`src/rtl/fpu_addsub_pipe.sv`:
```
// Three-stage IEEE-754 binary add/sub with full special-value, subnormal and RNE/RTZ handling.
// One global stall (advance) holds every stage while the output waits on outReady.
module fpu_addsub_pipe #(
   parameter int EXPW  = 5,
   parameter int FRACW = 10,
   parameter int W     = 1 + EXPW + FRACW
) (
   input  logic         clk,
   input  logic         rst_n,
   input  logic         inValid,
   output logic         inReady,
   input  logic [W-1:0] fpuIn1,
   input  logic [W-1:0] fpuIn2,
   input  logic         op,
   input  logic         rndMode,
   output logic         outValid,
   input  logic         outReady,
   output logic [W-1:0] result,
   output logic [4:0]   statusFlags
);
   localparam int D  = FRACW + 4;
   localparam int EW = EXPW + 1;
   localparam logic [EXPW-1:0] EXP_ONES = '1;
   localparam logic [EXPW-1:0] EXP_MAXF = EXP_ONES - EXPW'(1);
   localparam logic [W-1:0]    QNAN     = {1'b0, EXP_ONES, 1'b1, {(FRACW-1){1'b0}}};

   function automatic logic [D-1:0] align_f(input logic [D-1:0] sig, input logic [EXPW-1:0] sh);
      logic [2*D-1:0] wide;
      if (32'(sh) >= FRACW + 3) return {{(D-1){1'b0}}, |sig};
      wide = {sig, {D{1'b0}}} >> sh;
      return {wide[2*D-1:D+1], wide[D] | (|wide[D-1:0])};
   endfunction

   function automatic int unsigned lzc_f(input logic [D-1:0] v);
      int unsigned n;
      n = D;
      for (int i = 0; i < D; i++)
         if (v[i]) n = D - 1 - i;
      return n;
   endfunction

   function automatic logic [FRACW+1:0] round_f(input logic [D-1:0] m, input logic rne);
      logic inc;
      inc = rne & m[2] & (m[1] | m[0] | m[3]);
      return {1'b0, m[D-1:3]} + {{(FRACW+1){1'b0}}, inc};
   endfunction

   function automatic logic [W-1:0] ovf_f(input logic s, input logic rne);
      return rne ? {s, EXP_ONES, {FRACW{1'b0}}} : {s, EXP_MAXF, {FRACW{1'b1}}};
   endfunction

   logic advance;
   logic vld_p1_q, vld_p2_q, vld_p3_q;
   logic [W-1:0] result_q;
   logic [4:0]   flags_q;

   assign advance     = !vld_p3_q | outReady;
   assign inReady     = advance;
   assign outValid    = vld_p3_q;
   assign result      = result_q;
   assign statusFlags = flags_q;

   // ---- stage 1: specials, magnitude sort, alignment ----
   logic             sa, sb, nan_a, nan_b, inf_a, inf_b, snan_a, snan_b, a_big;
   logic [EXPW-1:0]  ea, eb, ea_eff, eb_eff;
   logic [FRACW-1:0] fa, fb;
   logic [D-1:0]     siga, sigb;

   assign {sa, ea, fa} = fpuIn1;
   assign sb           = fpuIn2[W-1] ^ op;
   assign {eb, fb}     = fpuIn2[W-2:0];
   assign nan_a  = (ea == EXP_ONES) && (fa != '0);
   assign nan_b  = (eb == EXP_ONES) && (fb != '0);
   assign inf_a  = (ea == EXP_ONES) && (fa == '0);
   assign inf_b  = (eb == EXP_ONES) && (fb == '0);
   assign snan_a = nan_a && !fa[FRACW-1];
   assign snan_b = nan_b && !fb[FRACW-1];
   assign ea_eff = (ea == '0) ? EXPW'(1) : ea;
   assign eb_eff = (eb == '0) ? EXPW'(1) : eb;
   assign siga   = {ea != '0, fa, 3'b000};
   assign sigb   = {eb != '0, fb, 3'b000};
   assign a_big  = {ea, fa} >= {eb, fb};

   logic            spec_p1_d, nv_p1_d, sign_p1_d;
   logic [W-1:0]    sres_p1_d;
   logic [EXPW-1:0] exp_p1_d;
   logic [D-1:0]    big_p1_d, sml_p1_d;

   always_comb begin
      spec_p1_d = 1'b0;
      nv_p1_d   = 1'b0;
      sres_p1_d = QNAN;
      sign_p1_d = sa;
      exp_p1_d  = ea_eff;
      big_p1_d  = siga;
      sml_p1_d  = '0;
      if (nan_a || nan_b || (inf_a && inf_b && (sa != sb))) begin
         spec_p1_d = 1'b1;
         nv_p1_d   = snan_a || snan_b || !(nan_a || nan_b);
      end else if (inf_a || inf_b) begin
         spec_p1_d = 1'b1;
         sres_p1_d = {inf_a ? sa : sb, EXP_ONES, {FRACW{1'b0}}};
      end
      if (a_big) begin
         sml_p1_d = align_f(sigb, ea_eff - eb_eff);
      end else begin
         sign_p1_d = sb;
         exp_p1_d  = eb_eff;
         big_p1_d  = sigb;
         sml_p1_d  = align_f(siga, eb_eff - ea_eff);
      end
   end

   logic            spec_p1_q, nv_p1_q, sign_p1_q, zs_p1_q, sub_p1_q, rne_p1_q;
   logic [W-1:0]    sres_p1_q;
   logic [EXPW-1:0] exp_p1_q;
   logic [D-1:0]    big_p1_q, sml_p1_q;

   // ---- stage 2: significand add/subtract ----
   logic [D:0] sum_p2_d;
   logic       sign_p2_d;

   assign sum_p2_d  = sub_p1_q ? ({1'b0, big_p1_q} - {1'b0, sml_p1_q})
                               : ({1'b0, big_p1_q} + {1'b0, sml_p1_q});
   assign sign_p2_d = (sum_p2_d == '0) ? zs_p1_q : sign_p1_q;

   logic            spec_p2_q, nv_p2_q, sign_p2_q, rne_p2_q;
   logic [W-1:0]    sres_p2_q;
   logic [EXPW-1:0] exp_p2_q;
   logic [D:0]      sum_p2_q;

   // ---- stage 3: normalise, round, overflow ----
   logic [D-1:0]     m_n;
   logic [EW-1:0]    e_n, e_r, fld;
   logic [FRACW+1:0] mant;
   int unsigned      sh;
   logic             of, uf, nx;
   logic [W-1:0]     res_d;
   logic [4:0]       flags_d;

   always_comb begin
      e_n  = EW'(exp_p2_q);
      m_n  = sum_p2_q[D-1:0];
      sh   = 0;
      if (sum_p2_q[D]) begin
         m_n = {sum_p2_q[D:2], |sum_p2_q[1:0]};
         e_n = e_n + EW'(1);
      end else begin
         // Left shift stops at exponent 1 so the result lands as a subnormal.
         sh = lzc_f(sum_p2_q[D-1:0]);
         if (sh > 32'(exp_p2_q) - 1) sh = 32'(exp_p2_q) - 1;
         m_n = m_n << sh;
         e_n = e_n - EW'(sh);
      end
      mant = round_f(m_n, rne_p2_q);
      e_r  = e_n;
      if (mant[FRACW+1]) begin
         mant = mant >> 1;
         e_r  = e_r + EW'(1);
      end
      fld     = mant[FRACW] ? e_r : '0;
      nx      = |m_n[2:0];
      of      = fld >= EW'(EXP_ONES);
      res_d   = {sign_p2_q, fld[EXPW-1:0], mant[FRACW-1:0]};
      if (of) begin
         res_d = ovf_f(sign_p2_q, rne_p2_q);
         nx    = 1'b1;
      end
      uf      = (fld == '0) && nx;
      flags_d = {1'b0, 1'b0, of, uf, nx};
      if (spec_p2_q) begin
         res_d   = sres_p2_q;
         flags_d = {nv_p2_q, 4'b0000};
      end
   end

   always_ff @(posedge clk or negedge rst_n) begin
      if (!rst_n) begin
         vld_p1_q <= 1'b0;
         vld_p2_q <= 1'b0;
         vld_p3_q <= 1'b0;
         result_q <= '0;
         flags_q  <= '0;
      end else if (advance) begin
         vld_p1_q <= inValid;
         vld_p2_q <= vld_p1_q;
         vld_p3_q <= vld_p2_q;
         if (vld_p2_q) begin
            result_q <= res_d;
            flags_q  <= flags_d;
         end
      end
   end

   always_ff @(posedge clk) begin
      if (advance) begin
         spec_p1_q <= spec_p1_d;
         nv_p1_q   <= nv_p1_d;
         sres_p1_q <= sres_p1_d;
         sign_p1_q <= sign_p1_d;
         zs_p1_q   <= sa & sb;
         sub_p1_q  <= sa ^ sb;
         rne_p1_q  <= !rndMode;
         exp_p1_q  <= exp_p1_d;
         big_p1_q  <= big_p1_d;
         sml_p1_q  <= sml_p1_d;
         spec_p2_q <= spec_p1_q;
         nv_p2_q   <= nv_p1_q;
         sres_p2_q <= sres_p1_q;
         sign_p2_q <= sign_p2_d;
         rne_p2_q  <= rne_p1_q;
         exp_p2_q  <= exp_p1_q;
         sum_p2_q  <= sum_p2_d;
      end
   end
endmodule

```
`config.mk`:
```
export PLATFORM = sky130hd
export DESIGN_NAME = fpu_addsub_pipe
export DESIGN_NICKNAME = d
export VERILOG_FILES = /design/src/rtl/fpu_addsub_pipe.sv
export SDC_FILE = /design/constraint.sdc
export NUM_CORES = 1
export LEC_CHECK = 0
export CAP_MARGIN = 20
export CORE_MARGIN = 2
export CORE_UTILIZATION = 39
export DETAILED_ROUTE_END_ITERATION = 16
export GPL_TIMING_DRIVEN = 0
export PLACE_DENSITY = 0.67
export SLEW_MARGIN = 30
export SYNTH_ARGS = -nofsm -noshare
export SYNTH_HDL_FRONTEND = slang
export SYNTH_SLANG_ARGS = --single-unit
```
`constraint.sdc`:
```
create_clock -name clk -period 9.2 [get_ports clk]
set_input_delay 1.38 -clock clk [delete_from_list [all_inputs] [get_ports clk]]
set_output_delay 1.38 -clock clk [all_outputs]
set_load 0.05 [all_outputs]
```
# [Word level (Yosys, flattened, before mapping)]
# Index checks and enable logic that the tools add are counted.
[totals] mem_bits_rw=0 word_cells=137 latch_bits=0 ff_bits=119 memories=0 mem_bits_ro=0
[classes] div=0 n_reduce_logical=37 eq_ne=3 shift=3 n_bitwise=11 multipliers=0 order_cmp=5 addsub=9 mux=46
[op_table] op="32-bit 2-to-1 mux" n=16
[op_table] op="14-bit 2-to-1 mux" n=7
[op_table] op="28-bit by 5-bit right shift with 28-bit output" n=2
[op_table] op="32-bit > comparator" n=1
[op_table] op="14-bit by 32-bit << shifter with 14-bit output" n=1
[op_table] op="15-bit 2-to-1 mux" n=2
[op_table] op="14-bit OR reduction" n=2
[op_table] op="11-bit 2-to-1 mux" n=2
[op_table] op="11-bit OR reduction" n=2
[op_table] op="10-bit zero test" n=2
[op_table] op="5-bit 2-to-1 mux" n=4
[op_table] op="10-bit nonzero test" n=2
[op_table] op="6-bit 2-to-1 mux" n=3
[op_table] op="16-bit 2-to-1 mux" n=1
[op_table] op="14-bit by 14-bit adder with 15-bit output" n=1
[op_table] op="15-bit >= comparator" n=1
[op_table] op="15-bit zero test" n=1
[op_table] op="14-bit by 14-bit subtractor with 15-bit output" n=1
[op_table] op="11-bit by 1-bit adder with 12-bit output" n=1
[op_table] op="5-bit == test (second input constant)" n=2
[op_table] op="5-bit by 4-bit >= comparator with 1-bit output (second input constant)" n=2
[op_table] op="5-bit zero test" n=2
[op_table] op="10-bit 2-to-1 mux" n=1
[op_table] op="5-bit nonzero test" n=2
[op_table] op="20 further kinds" n=53

# [Logic depth before layout (Yosys ltp)]
# Gate-level depths: netlist of run 1.
[depth] depth_word=30 depth_mapped=30 mapped_depth_nobuf=26

# [Worst setup path before layout of run 1]
# OpenSTA, ideal clock, no wires.
[synth_timing] path_kind="register to register" start="register sum_p2_q[3]" end="register result_q[10] (netlist: result[10])" synth_period_minus_slack_ps=6016 t_arrival_ps=5893 t_required_ps=9077 path_stages_with_launch=28 setup_slack_ps=3184 path_cell_list="edfxtp_1 clkbuf_1 o311a_1 o21ai_4 inv_2 buf_6 ha_1 nor2b_1 o211ai_1 a211oi_1 buf_4 nand3_1 nand2_2 inv_2 buf_1 ha_1 nor2b_1 fa_1 a21o_1 a21oi_1 xnor2_1 and2_1 nand4b_1 o31a_1 a31o_1 or4_1 buf_2 o221a_1"
[synth_between] elab_chain_cells=26 elab_cells_between_ends=31 cone_classes="3 x add/sub; 2 x order compare; 1 x shift; 21 x mux; 4 x bitwise"
[synth_rtl] item="start, declared" line="130" rtl="logic [D:0] sum_p2_q;"
[synth_rtl] item="start signal, assigned" line="213" rtl="sum_p2_q <= sum_p2_d;"
[synth_rtl] item="32-bit 2-to-1 mux (11 in a row)" line="38" rtl="if (v[i]) n = D - 1 - i;"
[synth_rtl] item="32-bit 2-to-1 mux" line="145" rtl="if (sum_p2_q[D]) begin"
[synth_rtl] item="32-bit > comparator" line="151" rtl="if (sh > 32'(exp_p2_q) - 1) sh = 32'(exp_p2_q) - 1;"
[synth_rtl] item="32-bit 2-to-1 mux" line="151"
[synth_rtl] item="32-bit 2-to-1 mux" line="145"
[synth_rtl] item="14-bit by 32-bit << shifter with 14-bit output" line="152" rtl="m_n = m_n << sh;"
[synth_rtl] item="14-bit 2-to-1 mux" line="145"
[synth_rtl] item="1-bit OR (2 in a row)" line="44" rtl="inc = rne & m[2] & (m[1] | m[0] | m[3]);"
[synth_rtl] item="1-bit AND" line="44"
[synth_rtl] item="11-bit by 1-bit adder with 12-bit output" line="45" rtl="return {1'b0, m[D-1:3]} + {{(FRACW+1){1'b0}}, inc};"
[synth_rtl] item="6-bit 2-to-1 mux or 11-bit 2-to-1 mux (tied branches)" line="157" rtl="if (mant[FRACW+1]) begin"
[synth_rtl] item="6-bit 2-to-1 mux *" line="161" rtl="fld = mant[FRACW] ? e_r : '0;"
[synth_rtl] item="6-bit by 5-bit >= comparator with 1-bit output" line="163" rtl="of = fld >= EW'(EXP_ONES);"
[synth_rtl] item="15-bit 2-to-1 mux *" line="165" rtl="if (of) begin"
[synth_rtl] item="16-bit 2-to-1 mux *" line="171" rtl="if (spec_p2_q) begin"
[synth_rtl] item="end signal, assigned" line="189" rtl="result_q <= res_d;"
[synth_rtl] item="end, declared" line="54" rtl="logic [W-1:0] result_q;"
# Mark *: on every way between the ends. The rest lies on a longest branch, timed or not. The select of a mux whose other input is x is not followed.
# A chain may end at the register's enable or synchronous reset.

# [Final worst setup path of run 1]
[layout_timing] start="register exp_p2_q[0]" end="register result_q[10] (netlist: result[10])"
[layout_between] elab_chain_cells=15 elab_cells_between_ends=21 cone_classes="5 x add/sub; 2 x order compare; 1 x shift; 9 x mux; 4 x bitwise"
[layout_rtl] item="start, declared" line="129" rtl="logic [EXPW-1:0] exp_p2_q;"
[layout_rtl] item="start signal, assigned" line="212" rtl="exp_p2_q <= exp_p1_q;"
[layout_rtl] item="5-bit by 1-bit subtractor with 6-bit output" line="151"
[layout_rtl] item="32-bit > comparator" line="151"
[layout_rtl] item="32-bit 2-to-1 mux" line="151"
[layout_rtl] item="32-bit 2-to-1 mux" line="145"
[layout_rtl] item="14-bit by 32-bit << shifter with 14-bit output" line="152"
[layout_rtl] item="14-bit 2-to-1 mux" line="145"
[layout_rtl] item="1-bit OR (2 in a row)" line="44"
[layout_rtl] item="1-bit AND" line="44"
[layout_rtl] item="11-bit by 1-bit adder with 12-bit output" line="45"
[layout_rtl] item="6-bit 2-to-1 mux or 11-bit 2-to-1 mux (tied branches)" line="157"
[layout_rtl] item="6-bit 2-to-1 mux *" line="161"
[layout_rtl] item="6-bit by 5-bit >= comparator with 1-bit output" line="163"
[layout_rtl] item="15-bit 2-to-1 mux *" line="165"
[layout_rtl] item="16-bit 2-to-1 mux *" line="171"
# Marks and branches as above.

==> results.cfg, run 1 <==
[cts]
clkLatencyLatePin_ns = 0.36
cts.sinks = 87
numCtsBuffers = 9
cts_resized = 0
holdBufCountCts = 0
postCtsSetupRepairBufs = 0
clk_pin_slew_ns = 0.08
root_buffer = clkbuf_16
cts_tree = built
htreeDepth = 3
cts.path.max_buffers = 2

[final_layout]
area_growth_pct = 14.8
drive_gt1_frac = 0.0711
post-route-util = 0.460
antennaDiodeCount = 0
nets = 1183
fin_cells = 1372

[pwr]
p_leak_uw = 0.00376
internal_power_uw = 1690
swShare = 0.515
power_uw = 3490
power.share.clock = 0.103
pwr-share-seq = 0.200
power.density_nw_per_um2 = 359
p_comb_frac = 0.697
p_sw_uw = 1800
ir_drop_uv = 164

[logic_synthesis]
synth_mux_area_frac = 0.0575
synth-simple-area-share = 0.211
synth-seq-area-share = 0.294
synth.ff_latch_count = 87
synth.most_common_cell = nand2_1
yosysWarnings = 0
synthTopCellsByCount = nand2_1 (104), nor2_1 (88), a21oi_1 (66)
synth_fp_nets = 1112
ys.flop_type = edfxtp_1
synth_fa_ha_area_frac = 0.0808
synth_edf_count = 64
yosysTopAreaCellShare = 0.227
synth.avg_cell_area_um2 = 8.31
synth_area_leaders = edfxtp_1 (23%), ha_1 (7.4%), dfrtp_1 (6.8%)
synth_cells = 1021
synth-xor-area-share = 0.0557
synthesis.area_um2 = 8480
synth.distinct_cells = 94
synth_top_family_by_area = compound AO/OA/AOI/OAI gates
synth_compound_area_frac = 0.242
synthArstFlopShare = 0.264
synth_area_leader_cell = edfxtp_1

[die]
die_area_um2 = 23000
die_x_um = 151
row_count = 53
ios = 61
design.core.area_um2 = 21200
initial_core_util = 0.401
die_h_um = 151

[grt]
grt_use_met3 = 0.0329
grt-ovfl-total = 0
antenna_found_initial = 0
grt_first_pass_wirelength_um = 40100
grt_pass1_vias = 7631
gr-usage-met2 = 0.359
busiest_layer = met2
grt_start_max_net_pins = 40
use_met1 = 0.290
grt_usage = 0.223

[drt]
route.antenna.remaining_nets = 0
via_per_inst = 5.92
wl_per_cell_um = 18.3
via_count = 8120
drt_iter0_drc = 530
drt-total-wl_um = 25100
route.detailed.drc = 0
first_pass_iters = 6

[sta]
slew_viol_final = 0
setup_viol = 0
timing.final.crit_share = 0.780
finalHoldViolCount = 0
finalClockSkew_ns = 0.0181
tns_ns = 0
worstMarginPinSlew_ns = 0.946
holdWs_ns = 0.420
finalCriticalPeriod_ns = 7.18
fmax_mhz = 139
slew_headroom = 0.364
rsz0062_at_grt = no

[place]
place_inst = 1356
dp_hpwl_um = 20000
finalWeightedCongestion = 0.947
io_buffer_count = 59

[setup_path]
crit_type = reg -> reg
worstPathArrival_ns = 7.43
crit_path_end_kind = flip-flop
worstPathMaxFanout = 10
start_kind = flip-flop
critPathRequiredTime_ns = 9.45

[flow_run]
maxCapViolations = 0

[outcome]
status = completed

[min_path]
hp-class = reg -> reg
==> critical path, cell delays in order, from the launching register on <==
cell and delay (ns):
edfxtp_1 0.40, buf_4 0.19, inv_1 0.21, ha_1 0.28, xor2_1 0.45, inv_1 0.25
ha_1 0.38, o211ai_1 0.11, a211o_1 0.39, o211ai_2 0.33, nand2_2 0.21, inv_2 0.20
buf_1 0.41, ha_1 0.32, nor2b_1 0.16, fa_1 0.45, a21o_1 0.17, a21oi_1 0.16
xnor2_1 0.24, and2_1 0.23, nand4b_1 0.18, o31a_1 0.37, a31o_1 0.20, or4_1 0.45
buf_2 0.19, o221a_1 0.13
==> state kept, by name, indices dropped and copies added, names as in the netlist, 2 cells and up <==
register,cells
exp_p1_q,5
sml_p1_q,14
result,16
sres_p1_q,2
sres_p2_q,2
exp_p2_q,5
sum_p2_q,15
big_p1_q,11
statusFlags,4
==> final timing paths <==
| kind | from | to | slack [ns] | cells past startpoint |
|---|---|---|---|---|
| max in group asynchronous | rst_n | result[15] | 7.86 | 1 |
| worst max-delay path | exp_p2_q[0] | result[10] | 2.02 | 25 |
| min in group asynchronous | rst_n | result[1] | 0.98 | 1 |
| worst max register to register | exp_p2_q[0] | result[10] | 2.02 | 25 |
| worst min register to register | exp_p1_q[4] | exp_p2_q[4] | 0.42 | 0 |
| worst min-delay path | exp_p1_q[4] | exp_p2_q[4] | 0.42 | 0 |
==> cells in the final DEF (no fill, tap or decap), types with 10 or more instances in the layout <==
cell,Yosys,final
a21oi_1,66,66
clkdlybuf4s50_1,0,58
nand3_1,23,23
nand2b_1,19,19
xnor2_1,40,40
nor4_1,11,11
o211ai_1,21,21
mux2i_1,27,27
inv_1,55,55
clkbuf_1,41,40
nand2_1,104,104
nor3_1,36,36
edfxtp_1,64,64
and2_1,11,11
ha_1,50,50
o22ai_1,17,17
o21a_1,11,11
a211oi_1,18,18
dfrtp_1,23,23
xor2_1,14,14
o21ai_0,60,60
o31ai_1,10,10
mux2_2,16,16
nor2_1,88,88
==> through the flow <==
| stage | cell area, um^2 | setup slack, ns |
|---|---|---|
| after CTS | 9740 | 2.16 |
| after global placement | 9420 | 2.18 |
| final | 9740 | 2.02 |
| after detailed placement | 9440 | 2.19 |
| after global routing | 9740 | 1.73 |
| after floorplan | 8480 | 3.18 |
==> cells by family after synthesis <==
| family | Yosys count |
|---|---|
| multiplexers | 45 |
| AND/OR/NAND/NOR | 361 |
| adder cells (fa/ha/maj) | 53 |
| flip-flops | 87 |
| AO/OA/AOI/OAI | 300 |
| buffers and inverters | 120 |
| other | 1 |
| XOR/XNOR | 54 |
==> power groups by stage <==
stage / clock network, uW / registers (uW) / logic, uW
6_report: 360 / 697 / 2440
5_1_grt: 382 / 709 / 2670
4_1_cts: 369 / 693 / 2400
3_5_place_dp: 0 / 700 / 2390
3_3_place_gp: 0 / 701 / 2370
2_1_floorplan: 0 / 785 / 1690
==> routing by layer <==
metal	vias to the layer above	part of all wire
li1	3929	-
met1	3826	0.43
met2	292	0.46
met3	73	0.050
met4	0	0.051
met5	-	0
==> layout make-up <==
class / instances / area (um^2)
fillers: 2063 / 11400
plain buffers: 61 / 277
clock buffers: 9 / 225
well taps: 275 / 344
clock inverters: 7 / 77.6
inverters: 59 / 221
repair buffers: 60 / 606
multi-input cells: 814 / 5490
flip-flops and latches: 87 / 2500
Note: power is estimated with default switching activity, not from simulation.
==> run 2: changes to the inputs <==
Clock period 9.2 ns to 6.9 ns, I/O delays scaled along.
==> run 2 against run 1 <==
Against the previous run: largest power group unchanged; first-iteration DRC count grew 7.2%; combinational power grew 33%; critical endpoint unchanged; via count is the same; critical path depth is the same; count of clock-buffer cells in the layout is the same; fmax grew 8.9%; sequential power grew 36%; final area grew 0.13%.
==> results.cfg, run 2 (synthesized netlist as in run 1, its figures left out) <==
[drt]
via_count = 8120
drt-total-wl_um = 25100
drt_iter0_drc = 568
route.detailed.drc = 0
route.antenna.remaining_nets = 0
first_pass_iters = 5
via_per_inst = 5.93
wl_per_cell_um = 18.3

[die]
initial_core_util = 0.401
ios = 61
die_h_um = 151
die_area_um2 = 23000
die_x_um = 151
row_count = 53
design.core.area_um2 = 21200

[outcome]
status = completed

[pwr]
p_comb_frac = 0.694
swShare = 0.515
power.density_nw_per_um2 = 478
pwr-share-seq = 0.203
internal_power_uw = 2260
ir_drop_uv = 218
p_sw_uw = 2400
p_leak_uw = 0.00376
power.share.clock = 0.103

[cts]
root_buffer = clkbuf_16
cts.sinks = 87
postCtsSetupRepairBufs = 0
clkLatencyLatePin_ns = 0.36
holdBufCountCts = 0
numCtsBuffers = 9
clk_pin_slew_ns = 0.08
htreeDepth = 3
cts.path.max_buffers = 2
cts_tree = built

[final_layout]
largest_reg_flops = 16
drive_gt1_frac = 0.0759
final_common_cell = nand2_1
area_growth_pct = 15.0
antennaDiodeCount = 0
nets = 1180
final_cell_mix = nand2_1 (104), nor2_1 (87), a21oi_1 (66)
post-route-util = 0.461

[place]
place_ws_ns = -0.112
io_buffer_count = 59
dp_hpwl_um = 20000
finalWeightedCongestion = 0.947

[sta]
fmax_mhz = 152
rsz0062_at_grt = no
worstMarginPinSlew_ns = 0.957
finalHoldViolCount = 0
finalCriticalPeriod_ns = 6.59
postLayoutSetupSlackWorst_ns = 0.311
timing.final.crit_share = 0.955
setup_viol = 0
slew_headroom = 0.358
tns_ns = 0
finalClockSkew_ns = 0.0174
slew_viol_final = 0

[grt]
grt-ovfl-total = 0
grt_pass1_vias = 7626
grt_first_pass_wirelength_um = 40000
grt_start_max_net_pins = 40
antenna_found_initial = 0
grt_usage = 0.223

[setup_path]
critPathRequiredTime_ns = 7.15
cp_top_family = compound AO/OA/AOI/OAI gates
cp_slowest_cell = o311a_1
critPathBufInv = 5
crit_path_end_kind = flip-flop
worstPathArrival_ns = 6.84
worstPathMaxFanout = 10
slowest_delay_ns = 0.46
start_kind = flip-flop
crit_type = reg -> reg

[min_path]
hp-class = reg -> reg

[flow_run]
maxCapViolations = 0
run 2: cell count changes in the layout (fill, tap and decap cells not counted), sizes merged:
cell    previous run  this run
buf               22        21
clkbuf            50        48
run 2: routing by layer:
layer | global-route usage | up-vias | wire, um
li1 | - | 3925 | -
met1 | 0.291 | 3802 | 10700
met2 | 0.357 | 310 | 11600
met3 | 0.0332 | 83 | 1470
met4 | 0.118 | 0 | 1320
met5 | 0 | - | 0
run 2: final cells by class:
type | count | area (um^2)
plain buffers | 58 | 267
clock buffers | 9 | 225
clock inverters | 7 | 77.6
fillers | 2065 | 11400
inverters | 59 | 224
multi-input cells | 814 | 5510
flip-flops and latches | 87 | 2500
well taps | 275 | 344
repair buffers | 60 | 606
run 2: path summary, 6_finish.rpt:
| kind | end | slack (ns) | start | cells past startpoint |
|---|---|---|---|---|
| hold reg to reg | exp_p2_q[4] | 0.42 | exp_p1_q[4] | 0 |
| hold / removal | exp_p2_q[4] | 0.42 | exp_p1_q[4] | 0 |
| min in group asynchronous | result[1] | 0.64 | rst_n | 1 |
| setup reg to reg | result[10] | 0.31 | sum_p2_q[3] | 25 |
| setup / recovery | result[10] | 0.31 | sum_p2_q[3] | 25 |
| max in group asynchronous | result[15] | 5.90 | rst_n | 1 |
run 2: repair_timing:
action                                  CTS  global route
pin swaps                                 0             1
gates cloned                              0             0
endpoints found under the setup margin    8            17
resized for setup                         0             8
run 2: worst register-to-register path, stage by stage, from the launching register on:
cell and delay [ns]:
edfxtp_1 0.35, clkbuf_1 0.24, o311a_1 0.47, o21ai_4 0.27
inv_2 0.08, buf_6 0.16, ha_1 0.32, nor2b_1 0.14
o211ai_1 0.24, a211o_1 0.33, buf_2 0.31, nor3_2 0.10
a21oi_4 0.29, ha_1 0.28, nor2b_1 0.16, fa_1 0.45
a21o_1 0.17, a21oi_1 0.16, xnor2_1 0.24, and2_1 0.23
nand4b_1 0.17, o31a_1 0.36, a31o_1 0.20, or4_1 0.45
buf_2 0.19, o221a_1 0.13
run 2: per-stage QoR:
| step | instances | instance area (um^2) | hold WS (ns) | total power (uW) |
|---|---|---|---|---|
| final | 1369 | 9750 | 0.420 | 4660 |
| after floorplan | 1021 | 8480 | 0.400 | 3300 |
| after global routing | 1369 | 9750 | 0.430 | 5020 |
| after detailed placement | 1356 | 9440 | 0.406 | 4120 |
| after global placement | 1355 | 9420 | 0.404 | 4100 |
| after CTS | 1371 | 9740 | 0.422 | 4620 |
run 2: power by group through the flow:
| stage | combinational, uW | sequential, uW | clock (uW) |
|---|---|---|---|
| 6_report | 3240 | 948 | 479 |
| 5_1_grt | 3550 | 964 | 509 |
| 4_1_cts | 3200 | 924 | 492 |
| 3_5_place_dp | 3190 | 933 | 0 |
| 3_3_place_gp | 3160 | 935 | 0 |
| 2_1_floorplan | 2250 | 1050 | 0 |
==> run 3: changes to the inputs <==
Settings changed: CTS_CLUSTER_DIAMETER set to 30, SKIP_CTS_REPAIR_TIMING set to 1.
==> run 3 against run 2 <==
Against the previous run: sequential power rose by 0.9%; routed wire length about the same; flip-flop and latch count unchanged; final area rose by 0.23%; critical endpoint unchanged; largest cell class unchanged.
==> results.cfg, run 3 (synthesized netlist as in run 1, its figures left out) <==
[outcome]
status = completed

[pwr]
power.density_nw_per_um2 = 478
p_sw_uw = 2410
power.share.clock = 0.102
power_uw = 4680
internal_power_uw = 2270
ir_drop_uv = 217
p_leak_uw = 0.00376
pwr-share-seq = 0.205
p_comb_frac = 0.693
swShare = 0.515

[drt]
first_pass_iters = 5
wl_per_cell_um = 18.3
via_per_inst = 5.93
route.detailed.drc = 0
route.antenna.remaining_nets = 0
via_count = 8112
drt_iter0_drc = 574
drt-total-wl_um = 25100

[cts]
cts_tree = built
cts.path.max_buffers = 2
cts.sinks = 87
root_buffer = clkbuf_16
htreeDepth = 3
clk_pin_slew_ns = 0.08
clkLatencyLatePin_ns = 0.36
numCtsBuffers = 9

[final_layout]
area_growth_pct = 15.2
drive_gt1_frac = 0.0786
final_cell_mix = nand2_1 (104), nor2_1 (87), a21oi_1 (66)
final_common_cell = nand2_1
post-route-util = 0.462
largest_reg_flops = 16
fill_cells = 2066
nets = 1180
final_cell_area_um2 = 9780
antennaDiodeCount = 0

[grt]
grt_usage = 0.223
antenna_found_initial = 0
grt_first_pass_wirelength_um = 40100
grt_start_max_net_pins = 40
grt-ovfl-total = 0
grt_pass1_vias = 7631

[setup_path]
start_kind = flip-flop
cp_slowest_cell = fa_1
crit_type = reg -> reg
critPathRequiredTime_ns = 7.15
worstPathArrival_ns = 6.92
crit_path_end_kind = flip-flop
critPathBufInv = 6
cp_top_family = compound AO/OA/AOI/OAI gates
worstPathMaxFanout = 10
slowest_delay_ns = 0.45

[sta]
tns_ns = 0
timing.final.crit_share = 0.967
finalCriticalPeriod_ns = 6.67
slew_headroom = 0.362
fmax_mhz = 150
worstMarginPinSlew_ns = 0.950
finalClockSkew_ns = 0.0168
holdWs_ns = 0.420
finalHoldViolCount = 0
setup_viol = 0
slew_viol_final = 0

[place]
io_buffer_count = 59
dp_hpwl_um = 20000
place_area_um2 = 9440
finalWeightedCongestion = 0.947

[min_path]
hp-class = reg -> reg

[die]
initial_core_util = 0.401
die_x_um = 151
die_area_um2 = 23000
row_count = 53
design.core.area_um2 = 21200
ios = 61
die_h_um = 151

[flow_run]
maxCapViolations = 0
## run 3: power groups by stage
stage / logic [uW] / registers (uW) / clock network (uW)
2_1_floorplan: 2250 / 1050 / 0
3_3_place_gp: 3160 / 935 / 0
3_5_place_dp: 3190 / 933 / 0
4_1_cts: 3200 / 924 / 492
5_1_grt: 3550 / 973 / 509
6_report: 3240 / 957 / 479
## run 3: final cells by class
| class | instances | area [um^2] | share of cell area |
|---|---|---|---|
| Buffer | 58 | 270 | 0.0276 |
| Clock buffer | 9 | 225 | 0.0230 |
| Clock inverter | 7 | 77.6 | 0.00794 |
| Inverter | 59 | 221 | 0.0227 |
| Multi-Input combinational cell | 814 | 5530 | 0.566 |
| Sequential cell | 87 | 2500 | 0.255 |
| Tap cell | 275 | 344 | 0.0352 |
| Timing Repair Buffer | 60 | 606 | 0.0619 |
## run 3: metal layers
layer / share of wire / global-route usage
met1: 0.43 / 0.290
met4: 0.053 / 0.116
met2: 0.46 / 0.359
met3: 0.056 / 0.0329
met5: 0 / 0
## run 3: stage by stage
step	instances	setup WS (ns)
after floorplan	1021	0.884
after global placement	1355	-0.117
after detailed placement	1356	-0.112
after CTS	1372	-0.145
after global routing	1369	-0.0304
final	1369	0.228
## run 3: path summary, 6_finish.rpt
| path | slack [ns] | start | endpoint | cells after the start |
|---|---|---|---|---|
| worst max-delay path | 0.23 | exp_p2_q[0] | result[10] | 25 |
| worst min-delay path | 0.42 | exp_p1_q[4] | exp_p2_q[4] | 0 |
| worst max register to register | 0.23 | exp_p2_q[0] | result[10] | 25 |
| worst min register to register | 0.42 | exp_p1_q[4] | exp_p2_q[4] | 0 |
| max in group asynchronous | 5.90 | rst_n | result[15] | 1 |
| min in group asynchronous | 0.64 | rst_n | result[1] | 1 |
